===== src/rtl/valu_pkg.sv =====
// Shared types for the sequential vector ALU: opcode and FSM state enums,
// plus the shift-amount width helper.
package valu_pkg;

  typedef enum logic [3:0] {
    OP_ADD  = 4'h0,
    OP_SUB  = 4'h1,
    OP_AND  = 4'h2,
    OP_OR   = 4'h3,
    OP_XOR  = 4'h4,
    OP_SLL  = 4'h5,
    OP_SRL  = 4'h6,
    OP_SRA  = 4'h7,
    OP_MINU = 4'h8,
    OP_MAXU = 4'h9,
    OP_MIN  = 4'hA,
    OP_MAX  = 4'hB,
    OP_SEQ  = 4'hC,
    OP_SLTU = 4'hD,
    OP_SLT  = 4'hE,
    OP_ILL  = 4'hF
  } valu_op_e;

  typedef enum logic [1:0] {
    IDLE = 2'd0,
    EXEC = 2'd1,
    DONE = 2'd2
  } valu_state_e;

  // Bits of operand A used as the shift amount for a given element width.
  function automatic int shamt_w(input int data_width);
    return (data_width > 1) ? $clog2(data_width) : 1;
  endfunction

endpackage


===== src/rtl/valu_lane.sv =====
// Combinational single-element ALU. One instance per lane; the sequencer
// feeds it a different element pair every beat.
module valu_lane
  import valu_pkg::*;
#(
  parameter int DATA_WIDTH = 32
) (
  input  valu_op_e              op_i,
  input  logic [DATA_WIDTH-1:0] a_i,
  input  logic [DATA_WIDTH-1:0] b_i,
  output logic [DATA_WIDTH-1:0] res_o,
  output logic                  illegal_o
);

  localparam int SHAMT_W = shamt_w(DATA_WIDTH);

  logic [SHAMT_W-1:0] shamt;
  assign shamt = a_i[SHAMT_W-1:0];

  // Element result; an unsupported op yields zero and flags illegal.
  always_comb begin
    res_o     = '0;
    illegal_o = 1'b0;
    case (op_i)
      OP_ADD:  res_o = a_i + b_i;
      OP_SUB:  res_o = a_i - b_i;
      OP_AND:  res_o = a_i & b_i;
      OP_OR:   res_o = a_i | b_i;
      OP_XOR:  res_o = a_i ^ b_i;
      OP_SLL:  res_o = b_i << shamt;
      OP_SRL:  res_o = b_i >> shamt;
      OP_SRA:  res_o = DATA_WIDTH'($signed(b_i) >>> shamt);
      OP_MINU: res_o = (a_i < b_i) ? a_i : b_i;
      OP_MAXU: res_o = (a_i < b_i) ? b_i : a_i;
      OP_MIN:  res_o = ($signed(a_i) < $signed(b_i)) ? a_i : b_i;
      OP_MAX:  res_o = ($signed(a_i) < $signed(b_i)) ? b_i : a_i;
      OP_SEQ:  res_o = DATA_WIDTH'(a_i == b_i);
      OP_SLTU: res_o = DATA_WIDTH'(a_i < b_i);
      OP_SLT:  res_o = DATA_WIDTH'($signed(a_i) < $signed(b_i));
      default: illegal_o = 1'b1;
    endcase
  end

endmodule


===== src/rtl/valu_seq.sv =====
// Sequential vector ALU. Accepts a whole operand vector, computes LANES
// elements per beat over ELEMENTS/LANES beats, then holds the result.
// Handshake: a transfer happens on a rising edge where valid && ready are
// both high; valid never waits for ready, and once the result valid is
// raised it stays high with stable data until the consumer takes it.
module valu_seq
  import valu_pkg::*;
#(
  parameter int DATA_WIDTH = 32,
  parameter int ELEMENTS   = 8,
  parameter int LANES      = 2
) (
  input  logic                  clk_in,
  input  logic                  rst_in,
  input  logic                  in_valid_in,
  output logic                  in_ready_o,
  input  logic [3:0]            valu_op_in,
  input  logic [DATA_WIDTH-1:0] vrs1_data_in [ELEMENTS],
  input  logic [DATA_WIDTH-1:0] vrs2_data_in [ELEMENTS],
  input  logic [DATA_WIDTH-1:0] vd_old_in    [ELEMENTS],
  input  logic [ELEMENTS-1:0]   vmask_in,
  output logic                  out_valid_o,
  input  logic                  out_ready_in,
  output logic [DATA_WIDTH-1:0] valu_res_o   [ELEMENTS],
  output logic                  illegal_op_o,
  output valu_state_e           state_o
);

  localparam int BEATS = ELEMENTS / LANES;
  localparam int BW    = (BEATS > 1) ? $clog2(BEATS) : 1;

  if (ELEMENTS % LANES != 0) begin : g_lanes_check
    $error("valu_seq: ELEMENTS must be a multiple of LANES");
  end

  valu_state_e           state_q, state_d;
  logic [BW-1:0]         beat_q, beat_d;
  valu_op_e              op_q;
  logic [DATA_WIDTH-1:0] a_q   [ELEMENTS];
  logic [DATA_WIDTH-1:0] b_q   [ELEMENTS];
  logic [DATA_WIDTH-1:0] old_q [ELEMENTS];
  logic [ELEMENTS-1:0]   mask_q;
  logic [DATA_WIDTH-1:0] res_q [ELEMENTS];
  logic [DATA_WIDTH-1:0] res_d [ELEMENTS];
  logic                  illegal_q, illegal_d;

  logic [DATA_WIDTH-1:0] lane_a   [LANES];
  logic [DATA_WIDTH-1:0] lane_b   [LANES];
  logic [DATA_WIDTH-1:0] lane_res [LANES];
  logic [LANES-1:0]      lane_ill;

  logic accept;
  logic last_beat;

  assign accept    = in_valid_in && in_ready_o;
  assign last_beat = (beat_q == BW'(BEATS - 1));

  // FSM state register
  always_ff @(posedge clk_in) begin
    if (rst_in) state_q <= IDLE;
    else        state_q <= state_d;
  end

  // FSM next state; DONE->IDLE never overlaps with a new accept
  always_comb begin
    state_d = state_q;
    case (state_q)
      IDLE:    if (accept)       state_d = EXEC;
      EXEC:    if (last_beat)    state_d = DONE;
      DONE:    if (out_ready_in) state_d = IDLE;
      default:                   state_d = IDLE;
    endcase
  end

  // FSM outputs decoded from the current state only
  always_comb begin
    in_ready_o   = (state_q == IDLE);
    out_valid_o  = (state_q == DONE);
    illegal_op_o = (state_q == DONE) && illegal_q;
    state_o      = state_q;
  end

  // Beat counter: cleared on accept, advances each EXEC cycle
  always_comb begin
    beat_d = beat_q;
    if (accept)                 beat_d = '0;
    else if (state_q == EXEC)   beat_d = last_beat ? '0 : beat_q + BW'(1);
  end

  // Route the current beat's element pair to each lane
  always_comb begin
    for (int l = 0; l < LANES; l++) begin
      lane_a[l] = '0;
      lane_b[l] = '0;
      for (int bt = 0; bt < BEATS; bt++) begin
        if (beat_q == BW'(bt)) begin
          lane_a[l] = a_q[bt*LANES + l];
          lane_b[l] = b_q[bt*LANES + l];
        end
      end
    end
  end

  for (genvar g = 0; g < LANES; g++) begin : g_lane
    valu_lane #(.DATA_WIDTH(DATA_WIDTH)) u_lane (
      .op_i     (op_q),
      .a_i      (lane_a[g]),
      .b_i      (lane_b[g]),
      .res_o    (lane_res[g]),
      .illegal_o(lane_ill[g])
    );
  end

  // Result update: illegal forces zero, mask-off keeps the old destination
  always_comb begin
    res_d     = res_q;
    illegal_d = illegal_q;
    if (accept) illegal_d = 1'b0;
    if (state_q == EXEC) begin
      illegal_d = illegal_q | (|lane_ill);
      for (int e = 0; e < ELEMENTS; e++) begin
        if (beat_q == BW'(e / LANES)) begin
          if (lane_ill[e % LANES]) res_d[e] = '0;
          else if (mask_q[e])      res_d[e] = lane_res[e % LANES];
          else                     res_d[e] = old_q[e];
        end
      end
    end
  end

  // Datapath registers: operands captured only at the accept edge
  always_ff @(posedge clk_in) begin
    if (rst_in) begin
      beat_q    <= '0;
      illegal_q <= 1'b0;
      op_q      <= OP_ADD;
      mask_q    <= '0;
      for (int e = 0; e < ELEMENTS; e++) begin
        res_q[e] <= '0;
        a_q[e]   <= '0;
        b_q[e]   <= '0;
        old_q[e] <= '0;
      end
    end else begin
      beat_q    <= beat_d;
      illegal_q <= illegal_d;
      res_q     <= res_d;
      if (accept) begin
        op_q   <= valu_op_e'(valu_op_in);
        mask_q <= vmask_in;
        a_q    <= vrs1_data_in;
        b_q    <= vrs2_data_in;
        old_q  <= vd_old_in;
      end
    end
  end

  assign valu_res_o = res_q;

endmodule


===== config.mk =====
export PLATFORM = sky130hd
export DESIGN_NAME = valu_seq
export DESIGN_NICKNAME = d
export VERILOG_FILES = /design/src/rtl/valu_pkg.sv /design/src/rtl/valu_lane.sv /design/src/rtl/valu_seq.sv
export SDC_FILE = /design/constraint.sdc
export NUM_CORES = 2
export LEC_CHECK = 0
export BUFFER_PORTS_ARGS = -buffer_cell sky130_fd_sc_hd__buf_2
export CORE_AREA = 2 2 404 406
export CTS_CLUSTER_DIAMETER = 30
export DETAILED_ROUTE_END_ITERATION = 10
export DIE_AREA = 0 0 406 408
export GPL_TIMING_DRIVEN = 0
export MAX_ROUTING_LAYER = met4
export PLACE_DENSITY = 0.63
export RECOVER_POWER = 100
export REMOVE_ABC_BUFFERS = 1
export SKIP_CTS_REPAIR_TIMING = 1
export SLEW_MARGIN = 15
export SYNTH_ARGS = -nofsm -noshare
export SYNTH_HDL_FRONTEND = slang
export SYNTH_SLANG_ARGS = --single-unit
export TNS_END_PERCENT = 30

===== constraint.sdc =====
create_clock -name clk_in -period 16.8 [get_ports clk_in]
set_clock_uncertainty 0.2 [all_clocks]
set_input_delay 5.04 -clock clk_in [delete_from_list [all_inputs] [get_ports clk_in]]
set_output_delay 5.04 -clock clk_in [all_outputs]
set_load 0.005 [all_outputs]

# --- After elaboration in Yosys (flattened, before gate mapping) ---
# Cells that the tools add are included.
op_classes:
  addsub: 5
  order_cmp: 4
  n_eq_ne: 24
  shifts: 6
  muxes: 50
  bitwise_logic: 7
  reduce_logical: 13
ops:
  columns: ["cell", "count"]
  rows:
  - ["32-bit two-way mux", 40]
  - ["32-bit case mux with 15 select lines", 2]
  - ["32-bit < comparator", 4]
  - ["32-bit adder", 2]
  - ["32-bit bitwise AND", 2]
  - ["32-bit equality test", 2]
  - ["32-bit OR", 2]
  - ["32-bit by 5-bit left shift with 32-bit output", 2]
  - ["32-bit by 5-bit right shift with 32-bit output", 2]
  - ["32-bit by 5-bit >>> shifter with 32-bit output", 2]
  - ["32-bit subtractor", 2]
  - ["32-bit XOR", 2]
  - ["4-bit equality test, second input constant", 7]
  - ["4-bit by 3-bit equality test with 1-bit output, second input constant", 4]
  - ["15-bit OR reduction", 1]
  - ["4-bit by 2-bit equality test with 1-bit output, second input constant", 2]
  - ["2-bit two-way mux", 4]
  - ["2-bit AND reduction", 4]
  - ["2-bit equality test, second input constant", 3]
  - ["2-bit case mux with 3 select lines", 1]
  - ["2-bit by 1-bit equality test with 1-bit output, second input constant", 2]
  - ["4-bit by 1-bit equality test with 1-bit output, second input constant", 1]
  - ["2-bit logical NOT", 2]
  - ["4-bit logical NOT", 1]
  - ["9 further kinds", 13]
totals:
  reg_bits: 1041
  inputBits: 784
  out_inout_bits: 261
  word_cells: 146

# --- Logic depth before layout (Yosys ltp) ---
depth:
  ltp_word: 10
  depth_mapped: 30
  mapped_depth_nobuf: 21

# --- Cells and area by module ---
# A second synthesis with hierarchy kept.
hier_totals:
  cells_unflattened: 7856
  area_unflattened_um2: 59671.0
modules_own_cells:
  columns: ["mod", "instances", "cells_per_inst", "area_each_um2", "seq_area_each_um2"]
  rows:
  - ["valu_seq", 1, 4876, 40920.5, 20840.0]
  - ["valu_lane", 2, 1490, 9375.2, 0.0]

# --- Least setup slack after synthesis ---
# No wires, ideal clock.
synth_path:
  kind: "input -> register"
  startpoint: "in rst_in"
  endpoint: "reg res_q, in the netlist valu_res_o[113]"
  setup_time_ns: 0.069
  arrival_ns: 6.627
  required_time_ns: 16.531
  setup_slack_ns: 9.904
  stages: 7
  n_path_buf: 3
  path_cell_list: "clkbuf_1 nor3b_1 and2_1 clkbuf_1 clkbuf_1 o21ai_0 o21ai_1"
synth_lines:
  columns: ["element", "line", "source"]
  rows:
  - ["from (decl)", "valu_seq.sv:14", "input logic rst_in,"]
  - ["to (signal assigned)", "valu_seq.sv:147", "res_q <= res_d;"]
  - ["to (decl)", "valu_seq.sv:43", "logic [DATA_WIDTH-1:0] res_q [ELEMENTS];"]

==> reports/results.tsv <==
stage	metric	value	unit
pwr	leak pwr	30.7	nW
worst_setup_path	sequence of cells on the critical path	clkbuf_1 -> buf_16 -> clkbuf_1 -> buf_16 -> buf_16 -> nor3b_1 -> nand2_1 -> clkbuf_1 -> o21ai_0 -> o21a_1	
clocking	clock-pin slew on the worst setup and hold paths	0.05	ns
detailed_routing	number of vias after detailed routing	71200	
cells_and_area	layout overhead on the synthesized area	26.3	%
sta	Final period util	75.5	%
worst_setup_path	CP Class	input pin to register	
pwr	Total Power	9.91	mW
run	Max-Cap Viols	10	
sta	unrepaired setup endpoints after global routing	false	
placement	quantity of I/O buffers inserted on ports	1044	
cells_and_area	share of final-layout standard cells stronger than drive strength 1	16.5	%
worst_setup_path	Startpoint Class	input pin	
min_path	worst hold-check path type	register to register	
placement	Final GP Congestion	1.04	
cells_and_area	number of non-filler instances in the completed layout	11700	
clocking	Inserted Clock Buffers	235	
detailed_routing	Iteration-0 DRC Markers	8178	
grt	largest net degree at the start of global routing	130	
logic_synthesis	post-synthesis cell type count	112	
logic_synthesis	gate count after technology mapping	8570	
worst_setup_path	crit path to	valu_res_o[45]$_SDFFE_PP0P_	
sta	Hold Violations, Final	0	
placement	dpl cells	11200	
sta	transition time at the pin with the least slew margin	5.96	ns
grt	global routing met1 resource utilization	47.0	%
worst_setup_path	origin of the critical flop-to-flop path	beat_q[0]$_SDFFE_PP0P_	
logic_synthesis	post-synth design cell area	62100	um^2
logic_synthesis	share of synthesized registers carrying an async set or reset	0	%
clocking	CTS tree	built	
detailed_routing	DR WL/cell	26.7	um
detailed_routing	Routed WL	314000	um
logic_synthesis	average cell area after synthesis	7.25	um^2
sta	worst slew margin relative to its limit	-297	%
pwr	Worst IR Drop VDD	0.112	mV
logic_synthesis	largest area contributor in the synthesized netlist	sky130_fd_sc_hd__dfxtp_1	
logic_synthesis	flip-flop and latch count after synthesis	1041	
worst_setup_path	Slowest cell on crit path	sky130_fd_sc_hd__clkbuf_1	
worst_setup_path	capturing element type of the critical path	register	
logic_synthesis	number of enable-type register cells in the synthesized netlist	0	
die	die span in y	408	um
placement	DP HPWL	233000	um
sta	Max Fclk	0.0788	GHz
sta	final count of negative-setup-slack endpoints	0	
detailed_routing	number of antenna-violating nets in the routed design	0	
worst_setup_path	arrival time reported for the critical path endpoint	13.26	ns
logic_synthesis	Most used DFF post-synth	sky130_fd_sc_hd__dfxtp_1	
clocking	clock sink total	1041	
worst_setup_path	worst reg2reg path depth	18	
worst_setup_path	Critical Path RT	17.37	ns
die	number of I/O pins	1045	
pwr	total power per unit cell area	126	nW/um^2
grt	residual overflow from global routing	0	
die	Core ar.	162000	um^2
grt	grt peak-use layer	met2	
die	Row Count	148	
logic_synthesis	share of the yosys chip area belonging to registers	33.5	%
clocking	H-Tree Level Count	4	
logic_synthesis	main area contributors after synthesis	sky130_fd_sc_hd__dfxtp_1 (34%), sky130_fd_sc_hd__nand2_1 (13%), sky130_fd_sc_hd__a21oi_1 (10%)	
worst_setup_path	startpoint of the worst setup timing path	rst_in	
grt	met3 track demand over resource in global routing	10.3	%
worst_setup_path	internal reg-to-reg setup slack	7.16	ns
die	Die Outline Area	166000	um^2
grt	via count of the first global-routing pass	66600	
grt	first-pass GRT wire length	446000	um
detailed_routing	average vias per placed instance	6.06	
detailed_routing	1st-pass router iterations	7	
clocking	worst skew pair latency	0.88	ns
cells_and_area	Final Net Count	10300	
worst_setup_path	critical path's largest stage delay	4.17	ns
worst_setup_path	maximum fanout encountered on the critical timing path	129	
grt	global-route track usage on met2	53.9	%
detailed_routing	DRC violation count after routing	0	
run_status	run status	finished with violations	
sta	clock period minus final worst setup slack	12.69	ns
logic_synthesis	most frequently used cell type in the post-synthesis netlist	sky130_fd_sc_hd__nand2_1	
logic_synthesis	Yosys warnings	0	
sta	Max Transition Viols Final	407	
run_status	violations in the final reports	max-capacitance violations, max-slew violations	
die	starting utilization of the core area	38.4	%
min_path	hold path depth	2	
grt	number of antenna violations at the first check in global routing	83	
clocking	root buffer selected by CTS	sky130_fd_sc_hd__clkbuf_16	
grt	global router's overall resource usage	37.0	%
logic_synthesis	fraction of post-synthesis cell area in the top cell type by area	33.5	%
clocking	maximum buffer depth of the clock tree	3	
worst_setup_path	FF-to-FF End	valu_res_o[100]$_SDFFE_PP0P_	
die	die extent in x	406	um
logic_synthesis	leading cell types by count after synthesis	sky130_fd_sc_hd__nand2_1 (2,104), sky130_fd_sc_hd__a21oi_1 (1,302), sky130_fd_sc_hd__dfxtp_1 (1,041), sky130_fd_sc_hd__nor2_1 (573), sky130_fd_sc_hd__clkbuf_1 (493)	
==> power by group <==
part	internal (mW)	switching (mW)	total (mW)
Combinational	0.683	1.58	2.27
Clock	3.36	1.60	4.96
Sequential	2.60	0.0777	2.68
==> metal layers <==
| metal | part of all wire (%) | routed length [um] | up-vias |
|---|---|---|---|
| met4 | 5.0 | 15600 | 0 |
| met5 | 0 | 0 | - |
| li1 | - | - | 32000 |
| met2 | 43 | 135000 | 3907 |
| met3 | 11 | 33100 | 771 |
| met1 | 41 | 130000 | 34500 |
==> critical path: cells and delay by family <==
kind / cells / cell delay (ns)
AND/OR/NAND/NOR: 2 / 0.74
AO/OA/AOI/OAI: 2 / 0.47
buffers and inverters: 6 / 6.71
==> state kept, by name (all words and copies together) (netlist names) <==
signal and count:
illegal_q 1, state_o 2, b_q 256, valu_res_o 256
op_q 4, old_q 256, mask_q 8, beat_q 2
a_q 256
==> cell families after synthesis <==
group                    count (synthesis)  share of synthesized area, %
flip-flops                            1041                          33.5
adder cells (fa/ha/maj)                210                          4.28
multiplexers                           177                          2.94
AO/OA/AOI/OAI                         2926                          30.4
AND/OR/NAND/NOR                       3250                          22.0
XOR/XNOR                                46                         0.673
buffers and inverters                  920                          6.14
==> final cells by class <==
| type | instances | area, um^2 |
|---|---|---|
| diodes | 82 | 205 |
| clock buffers | 283 | 6380 |
| clock inverters | 160 | 2380 |
| fillers | 16100 | 83200 |
| inverters | 216 | 818 |
| multi-input cells | 6609 | 37900 |
| flip-flops and latches | 1041 | 20800 |
| well taps | 2175 | 2720 |
| repair buffers | 1179 | 7240 |
==> cell usage in the layout (no fill, tap or decap), types with 202 or more instances in the layout <==
cell type,Yosys,routed
sky130_fd_sc_hd__ha_1,206,202
sky130_fd_sc_hd__nand2_1,2104,2100
sky130_fd_sc_hd__dfxtp_1,1041,1035
sky130_fd_sc_hd__a211oi_1,273,272
sky130_fd_sc_hd__a21oi_1,1302,1297
sky130_fd_sc_hd__clkbuf_16,0,235
sky130_fd_sc_hd__inv_1,204,203
sky130_fd_sc_hd__o21ai_0,291,328
sky130_fd_sc_hd__buf_2,120,820
sky130_fd_sc_hd__nor2_1,573,564
sky130_fd_sc_hd__clkbuf_1,493,263
==> per-stage QoR <==
stage	setup WS, ns	cell area [um^2]	utilization, %	setup TNS, ns	hold slack [ns]
3_3_place_gp	-35.52	67100	41.5	-	0.229
6_report	4.11	78500	48.5	0	0.246
3_5_place_dp	7.25	70200	43.4	0	0.236
4_1_cts	7.54	79000	48.9	0	0.247
5_1_grt	3.61	78500	48.5	0	0.264
2_1_floorplan	-12.45	59100	-	-9711.53	0.225
==> how the worst min path moves through the flow <==
stage	start	endpoint	slack, ns
after floorplan	b_q[100]$_SDFFE_PP0P_	b_q[100]$_SDFFE_PP0P_	0.23
after global placement	valu_res_o[36]$_SDFFE_PP0P_	valu_res_o[36]$_SDFFE_PP0P_	0.23
after detailed placement	valu_res_o[227]$_SDFFE_PP0P_	valu_res_o[227]$_SDFFE_PP0P_	0.24
after CTS	valu_res_o[227]$_SDFFE_PP0P_	valu_res_o[227]$_SDFFE_PP0P_	0.25
after global routing	a_q[178]$_SDFFE_PP0P_	a_q[178]$_SDFFE_PP0P_	0.26
final	b_q[110]$_SDFFE_PP0P_	b_q[110]$_SDFFE_PP0P_	0.25
Note: power is estimated with default switching activity, not from simulation.
